## src/rtl/vend_pkg.sv

```systemverilog
// Shared types and default parameters for the coin-credit vending controller.
package vend_pkg;

  typedef enum logic [1:0] {
    IDLE   = 2'd0,
    ACCUM  = 2'd1,
    VEND   = 2'd2,
    CHANGE = 2'd3
  } vend_state_e;

  localparam int DEFAULT_NUM_COINS = 3;
  localparam int DEFAULT_CREDIT_W  = 8;
  // Index 0 is the smallest denomination; values must ascend with index.
  localparam logic [2:0][7:0] DEFAULT_COIN_VAL = {8'd25, 8'd10, 8'd5};
  localparam int DEFAULT_MAX_CREDIT = 100;

endpackage

```

## src/rtl/coin_edge_detect.sv

```systemverilog
// Rising-edge detector for the coin sensors with lowest-index priority;
// extra simultaneous edges are flagged so the caller can reject them.
module coin_edge_detect #(
  parameter int NUM_COINS = 3,
  localparam int IDX_W = $clog2(NUM_COINS)
) (
  input  logic                 clk_i,
  input  logic                 rst_ni,
  input  logic [NUM_COINS-1:0] coin,
  output logic                 coin_hit,
  output logic [IDX_W-1:0]     coin_idx,
  output logic                 coin_multi_reject
);

  logic [NUM_COINS-1:0] coin_q;
  logic [NUM_COINS-1:0] coin_edge;

  always_ff @(posedge clk_i or negedge rst_ni) begin
    if (!rst_ni) begin
      coin_q <= '0;
    end else begin
      coin_q <= coin;
    end
  end

  assign coin_edge = coin & ~coin_q;

  always_comb begin
    coin_idx = '0;
    for (int i = NUM_COINS - 1; i >= 0; i--) begin
      if (coin_edge[i]) coin_idx = IDX_W'(i);
    end
  end

  assign coin_hit = |coin_edge;
  // Clearing the lowest set bit leaves something only when two or more edges coincide.
  assign coin_multi_reject = |(coin_edge & (coin_edge - NUM_COINS'(1)));

endmodule

```

## src/rtl/vend_credit_ctrl.sv

```systemverilog
// Coin-credit controller: accumulates coin credit with saturation, vends when
// credit covers the price, and returns change one coin per handshake.
module vend_credit_ctrl
  import vend_pkg::*;
#(
  parameter int NUM_COINS = DEFAULT_NUM_COINS,
  parameter int CREDIT_W  = DEFAULT_CREDIT_W,
  parameter logic [NUM_COINS-1:0][CREDIT_W-1:0] COIN_VAL = DEFAULT_COIN_VAL,
  parameter int MAX_CREDIT = DEFAULT_MAX_CREDIT,
  localparam int IDX_W = $clog2(NUM_COINS)
) (
  input  logic                 clk_i,
  input  logic                 rst_ni,
  input  logic [NUM_COINS-1:0] coin_i,
  input  logic                 cancel_i,
  input  logic [CREDIT_W-1:0]  price_i,
  input  logic                 change_ready_i,
  output logic [CREDIT_W-1:0]  credit_o,
  output logic                 vend_o,
  output logic                 coin_reject_o,
  output logic                 change_valid_o,
  output logic [IDX_W-1:0]     change_coin_o,
  output logic                 busy_o,
  output logic [1:0]           state_o
);

  // Change handshake: a coin transfers on any cycle where change_valid_o and
  // change_ready_i are both high; until then valid and change_coin_o hold steady.

  localparam logic [CREDIT_W:0] MAX_EXT = (CREDIT_W + 1)'(MAX_CREDIT);

  vend_state_e         state;
  logic                coin_hit;
  logic                coin_multi_reject;
  logic [IDX_W-1:0]    coin_idx;
  logic [CREDIT_W-1:0] price_q;
  logic [CREDIT_W-1:0] coin_val;
  logic [CREDIT_W:0]   coin_sum;
  logic                coin_sat;
  logic [CREDIT_W-1:0] credit_acc;
  logic [CREDIT_W-1:0] credit_paid;
  logic [CREDIT_W-1:0] credit_chg;
  logic [IDX_W:0]      pick_paid;
  logic [IDX_W:0]      pick_acc;
  logic [IDX_W:0]      pick_chg;

  coin_edge_detect #(
    .NUM_COINS(NUM_COINS)
  ) u_edge (
    .clk_i            (clk_i),
    .rst_ni           (rst_ni),
    .coin             (coin_i),
    .coin_hit         (coin_hit),
    .coin_idx         (coin_idx),
    .coin_multi_reject(coin_multi_reject)
  );

  // Returns {found, index} of the largest coin not exceeding amount.
  function automatic logic [IDX_W:0] pick_change(input logic [CREDIT_W-1:0] amount);
    logic [IDX_W:0] pick;
    pick = '0;
    for (int i = 0; i < NUM_COINS; i++) begin
      if (COIN_VAL[i] <= amount) pick = {1'b1, IDX_W'(i)};
    end
    return pick;
  endfunction

  assign coin_val    = COIN_VAL[coin_idx];
  assign coin_sum    = {1'b0, credit_o} + {1'b0, coin_val};
  assign coin_sat    = coin_sum > MAX_EXT;
  assign credit_acc  = (coin_hit && !coin_sat) ? coin_sum[CREDIT_W-1:0] : credit_o;
  assign credit_paid = credit_o - price_q;
  assign credit_chg  = credit_o - COIN_VAL[change_coin_o];
  assign pick_paid   = pick_change(credit_paid);
  assign pick_acc    = pick_change(credit_acc);
  assign pick_chg    = pick_change(credit_chg);
  assign state_o     = state;

  always_ff @(posedge clk_i or negedge rst_ni) begin
    if (!rst_ni) begin
      state          <= IDLE;
      credit_o       <= '0;
      price_q        <= '0;
      vend_o         <= 1'b0;
      coin_reject_o  <= 1'b0;
      change_valid_o <= 1'b0;
      change_coin_o  <= '0;
      busy_o         <= 1'b0;
    end else begin
      vend_o <= 1'b0;
      unique case (state)
        IDLE: begin
          coin_reject_o <= coin_multi_reject | (coin_hit & coin_sat);
          credit_o      <= credit_acc;
          if (coin_hit && !coin_sat) state <= ACCUM;
        end
        ACCUM: begin
          coin_reject_o <= coin_multi_reject | (coin_hit & coin_sat);
          credit_o      <= credit_acc;
          // Decisions use the registered credit; a coin landing now still counts.
          if (cancel_i) begin
            state          <= CHANGE;
            busy_o         <= 1'b1;
            change_valid_o <= pick_acc[IDX_W];
            change_coin_o  <= pick_acc[IDX_W-1:0];
          end else if (credit_o >= price_i && price_i != '0) begin
            state   <= VEND;
            busy_o  <= 1'b1;
            vend_o  <= 1'b1;
            price_q <= price_i;
          end
        end
        VEND: begin
          coin_reject_o <= coin_hit;
          credit_o      <= credit_paid;
          if (credit_paid != '0) begin
            state          <= CHANGE;
            change_valid_o <= pick_paid[IDX_W];
            change_coin_o  <= pick_paid[IDX_W-1:0];
          end else begin
            state  <= IDLE;
            busy_o <= 1'b0;
          end
        end
        CHANGE: begin
          coin_reject_o <= coin_hit;
          if (!change_valid_o) begin
            // Residue smaller than any coin cannot be returned and is dropped.
            state         <= IDLE;
            busy_o        <= 1'b0;
            credit_o      <= '0;
            change_coin_o <= '0;
          end else if (change_ready_i) begin
            credit_o <= credit_chg;
            if (credit_chg == '0) begin
              state          <= IDLE;
              busy_o         <= 1'b0;
              change_valid_o <= 1'b0;
              change_coin_o  <= '0;
            end else begin
              change_valid_o <= pick_chg[IDX_W];
              change_coin_o  <= pick_chg[IDX_W-1:0];
            end
          end
        end
        default: begin
          state  <= IDLE;
          busy_o <= 1'b0;
        end
      endcase
    end
  end

endmodule

```

## config.mk

```make
export PLATFORM = sky130hd
export DESIGN_NAME = vend_credit_ctrl
export DESIGN_NICKNAME = d
export VERILOG_FILES = /design/src/rtl/vend_pkg.sv /design/src/rtl/coin_edge_detect.sv /design/src/rtl/vend_credit_ctrl.sv
export SDC_FILE = /design/constraint.sdc
export NUM_CORES = 1
export LEC_CHECK = 0
export CAP_MARGIN = 20
export CORE_MARGIN = 2
export CORE_UTILIZATION = 45
export DETAILED_ROUTE_END_ITERATION = 8
export PLACE_DENSITY_LB_ADDON = 0.3
export SYNTH_ARGS = -nofsm -noshare
export SYNTH_HDL_FRONTEND = slang
export SYNTH_SLANG_ARGS = --single-unit
```

## constraint.sdc

```tcl
create_clock -name clk_i -period 4.59 [get_ports clk_i]
set_input_delay 0.6885 -clock clk_i [delete_from_list [all_inputs] [get_ports clk_i]]
set_output_delay 0.6885 -clock clk_i [all_outputs]
set_load 0.1 [all_outputs]
```

# Yosys cells after proc, flatten, opt, wreduce, memory -nomap -nowiden
# Index checks and enable logic that the tools add are counted.
[totals]
register_bits = 27
in_bits = 15
output_inout_bits = 16
elab_cells = 110
[op_classes]
n_addsub = 4
magnitude_cmp = 13
n_eq_ne = 10
n_mux = 51
n_bitwise = 6
n_reduce_logical = 17
[ops]
columns = ["cell", "n"]
rows = [
  ["$mux 8", 5],
  ["$bmux 8 s2", 2],
  ["$mux 2", 15],
  ["$mux 3", 9],
  ["$le 3x8->1 const A", 3],
  ["$le 4x8->1 const A", 3],
  ["$le 5x8->1 const A", 3],
  ["$pmux 8 s3", 1],
  ["$reduce_bool 8->1", 2],
  ["$sub 8x8->8", 2],
  ["$mux 1", 14],
  ["$add 8x8->9", 1],
  ["$gt 9x7->1 const B", 1],
  ["$ne 3x3->1 const B", 3],
  ["$ge 8x8->1", 1],
  ["$logic_not 8->1", 1],
  ["$ne 2x2->1 const B", 4],
  ["$pmux 2 s4", 1],
  ["$reduce_and 4->1", 2],
  ["$and 3x3->3", 2],
  ["$lt 2x3->1 const B", 2],
  ["$pmux 1 s3", 2],
  ["$pmux 2 s3", 1],
  ["$reduce_and 3->1", 2],
  ["other kinds (15)", 19],
]

# Depth between registers and ports, before layout
[logic_depth]
ltp_word = 18
mapped_depth = 15
mapped_depth_nobuf = 14

# By module
# Synthesis repeated with hierarchy kept, for this count alone.
[unflattened]
cells_unflattened = 342
hier_area_um2 = 2940.3
[modules_own_cells]
columns = ["mod", "instances", "cells_each", "area_per_inst_um2"]
rows = [
  ["vend_credit_ctrl", 1, 332, 2807.7],
  ["coin_edge_detect", 1, 10, 132.6],
]

# Worst setup path after synthesis
# No wires, ideal clock.
[synth_path]
path_kind = "input port to flip-flop"
startpoint = "in coin_i[2]"
endpoint = "reg change_valid_o"
setup_ps = 126
arrival_time_ps = 3618
slack_ps = 845
stages = 10
path_cell_list = "nor2b_1 > nand3_1 > ha_1 > fa_1 > a211o_1 > a2111oi_4 > a221oi_2 > or4_1 > a311o_1 > mux2_4"
[synth_via]
elab_chain_len = 17
word_cells_on_any_way = 20
cone_classes = "add/sub (1); order compare (4); mux (11); bitwise (1); reduce/logical (3)"
[synth_rtl]
columns = ["item", "line_no", "source"]
rows = [
  ["start: declaration", "vend_credit_ctrl.sv:14", "input logic [NUM_COINS-1:0] coin_i,"],
  ["$and 3x3->3 (*)", "coin_edge_detect.sv:26", "assign coin_edge = coin & ~coin_q;"],
  ["$mux 2 (3 in a row)", "coin_edge_detect.sv:31", "if (coin_edge[i]) coin_idx = IDX_W'(i);"],
  ["$bmux 8 s2", "vend_credit_ctrl.sv:68", "assign coin_val = COIN_VAL[coin_idx];"],
  ["$mux 8 (not written as such)", "vend_credit_ctrl.sv:68", ""],
  ["$add 8x8->9", "vend_credit_ctrl.sv:69", "assign coin_sum = {1'b0, credit_o} + {1'b0, coin_val};"],
  ["$gt 9x7->1", "vend_credit_ctrl.sv:70", "assign coin_sat = coin_sum > MAX_EXT;"],
  ["$logic_not 1->1", "vend_credit_ctrl.sv:71", "assign credit_acc = (coin_hit && !coin_sat) ? coin_sum[CREDIT_W-1:0] : credit_o;"],
  ["$logic_and 1x1->1", "vend_credit_ctrl.sv:71", ""],
  ["$mux 8 (*)", "vend_credit_ctrl.sv:71", ""],
  ["$le 3x8->1", "vend_credit_ctrl.sv:63", "if (COIN_VAL[i] <= amount) pick = {1'b1, IDX_W'(i)};"],
  ["$mux 3 (2 in a row)", "vend_credit_ctrl.sv:63", ""],
  ["$mux 3 (*)", "vend_credit_ctrl.sv:63", ""],
  ["$mux 1 (*)", "vend_credit_ctrl.sv:101", "if (cancel_i) begin"],
  ["$pmux 1 s3 (*)", "vend_credit_ctrl.sv:91", "unique case (state)"],
  ["end signal: assignment", "vend_credit_ctrl.sv:104", "change_valid_o <= pick_acc[IDX_W];"],
  ["end signal: assignment", "vend_credit_ctrl.sv:118", "change_valid_o <= pick_paid[IDX_W];"],
  ["end signal: assignment", "vend_credit_ctrl.sv:141", "change_valid_o <= pick_chg[IDX_W];"],
  ["end: declaration", "vend_credit_ctrl.sv:21", "output logic change_valid_o,"],
]
# Every way passes the cells marked *; elsewhere a longest branch is shown, timed or not. The select of a mux whose other input is x is not followed.
# A chain may end at the register's enable or synchronous reset.

# Final worst setup path
# Same ends and word-level chain as after synthesis.

==> flow_summary_export.csv <==
group,metric,value,unit
logic_synthesis,yosys_warnings,0,
drt,num_vias,2861,
finish,fill_cells,597,
min_path,min_path_type,"reg2reg",
finish,layout_common_cells,"33 x inv_1, 32 x a21oi_1, 31 x nor2_1, 31 x ha_1, 30 x clkdlybuf4s50_1",
global_route,grt-busiest-layer,"met2",
global_route,grt_max_degree,28,
logic_synthesis,muxShareOfSynthArea,3.64,%
logic_synthesis,synth-xor-area-share,3.85,%
setup_path,end_kind,"flop",
logic_synthesis,synth_area,2950,sq um
floorplan,core_area,6350,sq um
global_route,grt_usage,22.7,%
logic_synthesis,synth_top_family_by_area,"compound AO/OA/AOI/OAI gates",
logic_synthesis,synth_edf_count,0,
sta,rsz0062_at_grt,"false",
logic_synthesis,synth_cells,357,
floorplan,ioPinCount,31,
drt,drt-total-wl,8050,um
logic_synthesis,synth-compound-area-share,31.3,%
logic_synthesis,yosys.area_share.adder,15.2,%
drt,wl_per_cell,17.5,um
floorplan,die_h,85.0,um
sta,final_hold_viol_count,0,
global_route,met1_usage,32.0,%
global_route,grt_use_met2,35.9,%
global_route,grt_pass1_vias,2674,
clock_network,cts_made_buffers,3,
logic_synthesis,ys_types,62,
sta,fin_crit_sh,93.5,%
clock_network,cts_tree,"built",
floorplan,fp.dieArea,7230,sq um
logic_synthesis,synth_flop_cell,"dfrtp_1",
clock_network,clock-root-buffer,"clkbuf_8",
finish,layout_commonest_cell,"inv_1",
sta,fin_skew,3.27,ps
clock_network,postCtsResizedCells,0,
sta,worst_pin_slew,980,ps
setup_path,crit_required,4770,ps
drt,detail_route.iter0.violations,249,
finish,nets,433,
sta,fmax,233,MHz
floorplan,fp.dieW,85.0,um
global_route,antenna_found_initial,0,
job,cap_violations,0,
clock_network,h-tree-depth,1,
logic_synthesis,synth-simple-area-share,17.5,%
clock_network,clk_pin_slew,100,ps
clock_network,post_cts_buffers,0,
placement,dpl.hpwl,6290,um
placement,place_congestion,0.946,
outcome,status,"finished clean",
clock_network,cts_hold_buffers,0,
drt,drc,0,
drt,final_antenna_net_count,0,
global_route,grt.overflow.total,0,
drt,drt_first_pass_iters,4,
drt,via_per_inst,6.22,
logic_synthesis,synth.yosys.seq_area_share,22.9,%
min_path,min_from,"price_q[3]",
sta,finalCriticalPeriod,4290,ps
logic_synthesis,synth-seq-cells,27,
setup_path,cp_data_arrival_time,4470,ps
setup_path,critPathLaunchType,"input pin",
floorplan,rows,29,
logic_synthesis,synth_area_per_cell,8.27,sq um
clock_network,clk_path_buf_depth,2,
logic_synthesis,synthArstFlopShare,100,%
setup_path,worstSetupPathType,"in2reg",
sta,tns,0,ps
finish,drive_gt1_share,6.01,%
clock_network,clock-sinks,27,
finish,area_growth,14.2,%
global_route,grt_first_pass_wirelength,13200,um
clock_network,clock_latency,280,ps
logic_synthesis,syn-num-nets,406,
floorplan,initial_utilization,46.5,%
setup_path,cp_max_fo,19,
finish,diodes,0,
placement,placement.io_buffers,30,
sta,slew_headroom,34.4,%
global_route,use_met3,5.64,%
sta,drv_slew,0,
setup_path,r2r-start,"u_edge.coin_q[2]",
sta,setup_violations,0,
setup_path,crit_start,"coin_i[2]",
## per-layer routing
layer | wire length, um | up-vias
met3 | 546 | 7
met5 | 0 | -
met2 | 3690 | 94
met4 | 57 | 0
met1 | 3760 | 1372
li1 | - | 1388
## metrics by stage
step	setup WS, ps	cell area [sq um]	utilization [%]	std cells	hold WS (ps)
floorplan	845	2950	-	357	393
global placement	169	3320	52.4	456	502
detailed placement	50.4	3320	52.4	456	518
CTS	346	3370	53.1	460	540
global route	23.2	3370	53.1	460	579
finish	299	3370	53.1	460	537
## synth_stat cells (4+ instances only)
| cell | number | area [sq um] |
|---|---|---|
| ha_1 | 31 | 388 |
| or3_1 | 5 | 31.3 |
| a311o_1 | 4 | 40.0 |
| mux2i_1 | 7 | 70.1 |
| nor2_1 | 31 | 116 |
| nand2_1 | 15 | 56.3 |
| clkbuf_1 | 7 | 26.3 |
| nor3_1 | 9 | 45.0 |
| nor2b_1 | 7 | 43.8 |
| nand3_1 | 9 | 45.0 |
| xnor2_1 | 7 | 61.3 |
| dfrtp_1 | 27 | 676 |
| a21oi_1 | 32 | 160 |
| xor2_1 | 6 | 52.6 |
| a21o_1 | 6 | 45.0 |
| a2bb2oi_1 | 5 | 43.8 |
| nand2b_1 | 7 | 43.8 |
| nor4_1 | 4 | 25.0 |
| inv_1 | 33 | 124 |
| o211ai_1 | 4 | 30.0 |
| o21ai_0 | 24 | 120 |
| a211oi_1 | 7 | 52.6 |
## kinds of logic (layout without fill, tap and decap cells)
group | after synthesis | in the layout
AO/OA/AOI/OAI | 128 | 128
AND/OR/NAND/NOR | 102 | 102
buffers and inverters | 43 | 69
adder cells (fa/ha/maj) | 34 | 34
flip-flops | 27 | 27
XOR/XNOR | 13 | 13
multiplexers | 10 | 10
## registers in the layout, indices dropped and copies added, names as in the netlist
register        flops
credit_o            8
price_q             8
u_edge.coin_q       3
change_coin_o       2
state_o             2
busy_o              1
change_valid_o      1
coin_reject_o       1
vend_o              1
## final cells by class
class                      instances  area [sq um]  share of cell area, %
sequential                        27           676                   20.0
clock buffer                       3          41.3                   1.22
multi-input combinational        287          2110                   62.6
inverter                          33           124                   3.67
clock inverter                     1          8.76                  0.260
tap                               77          96.3                   2.86
timing repair buffer              32           315                   9.34
## worst paths after layout
| kind | endpoint | slack, ps | cells after the start |
|---|---|---|---|
| max | change_valid_o | 300 | 13 |
| max in group asynchronous | credit_o[2] | 3550 | 2 |
| min in group asynchronous | busy_o | 780 | 2 |
| max reg2reg | change_valid_o | 830 | 12 |
| min | price_q[3] | 540 | 2 |
| min reg2reg | price_q[3] | 540 | 2 |
## worst max-delay path: stages
cell	delay, ps
clkdlybuf4s50_1	470
nor2b_1	260
nand3_1	170
ha_1	320
inv_1	40
ha_1	350
a21o_1	240
a221oi_2	380
xnor2_1	180
a311o_1	600
nand4_1	160
a311o_1	350
mux2_4	250
Power is not shown: default switching activity piles up to over one toggle a cycle in this logic, so the estimate is an artifact.
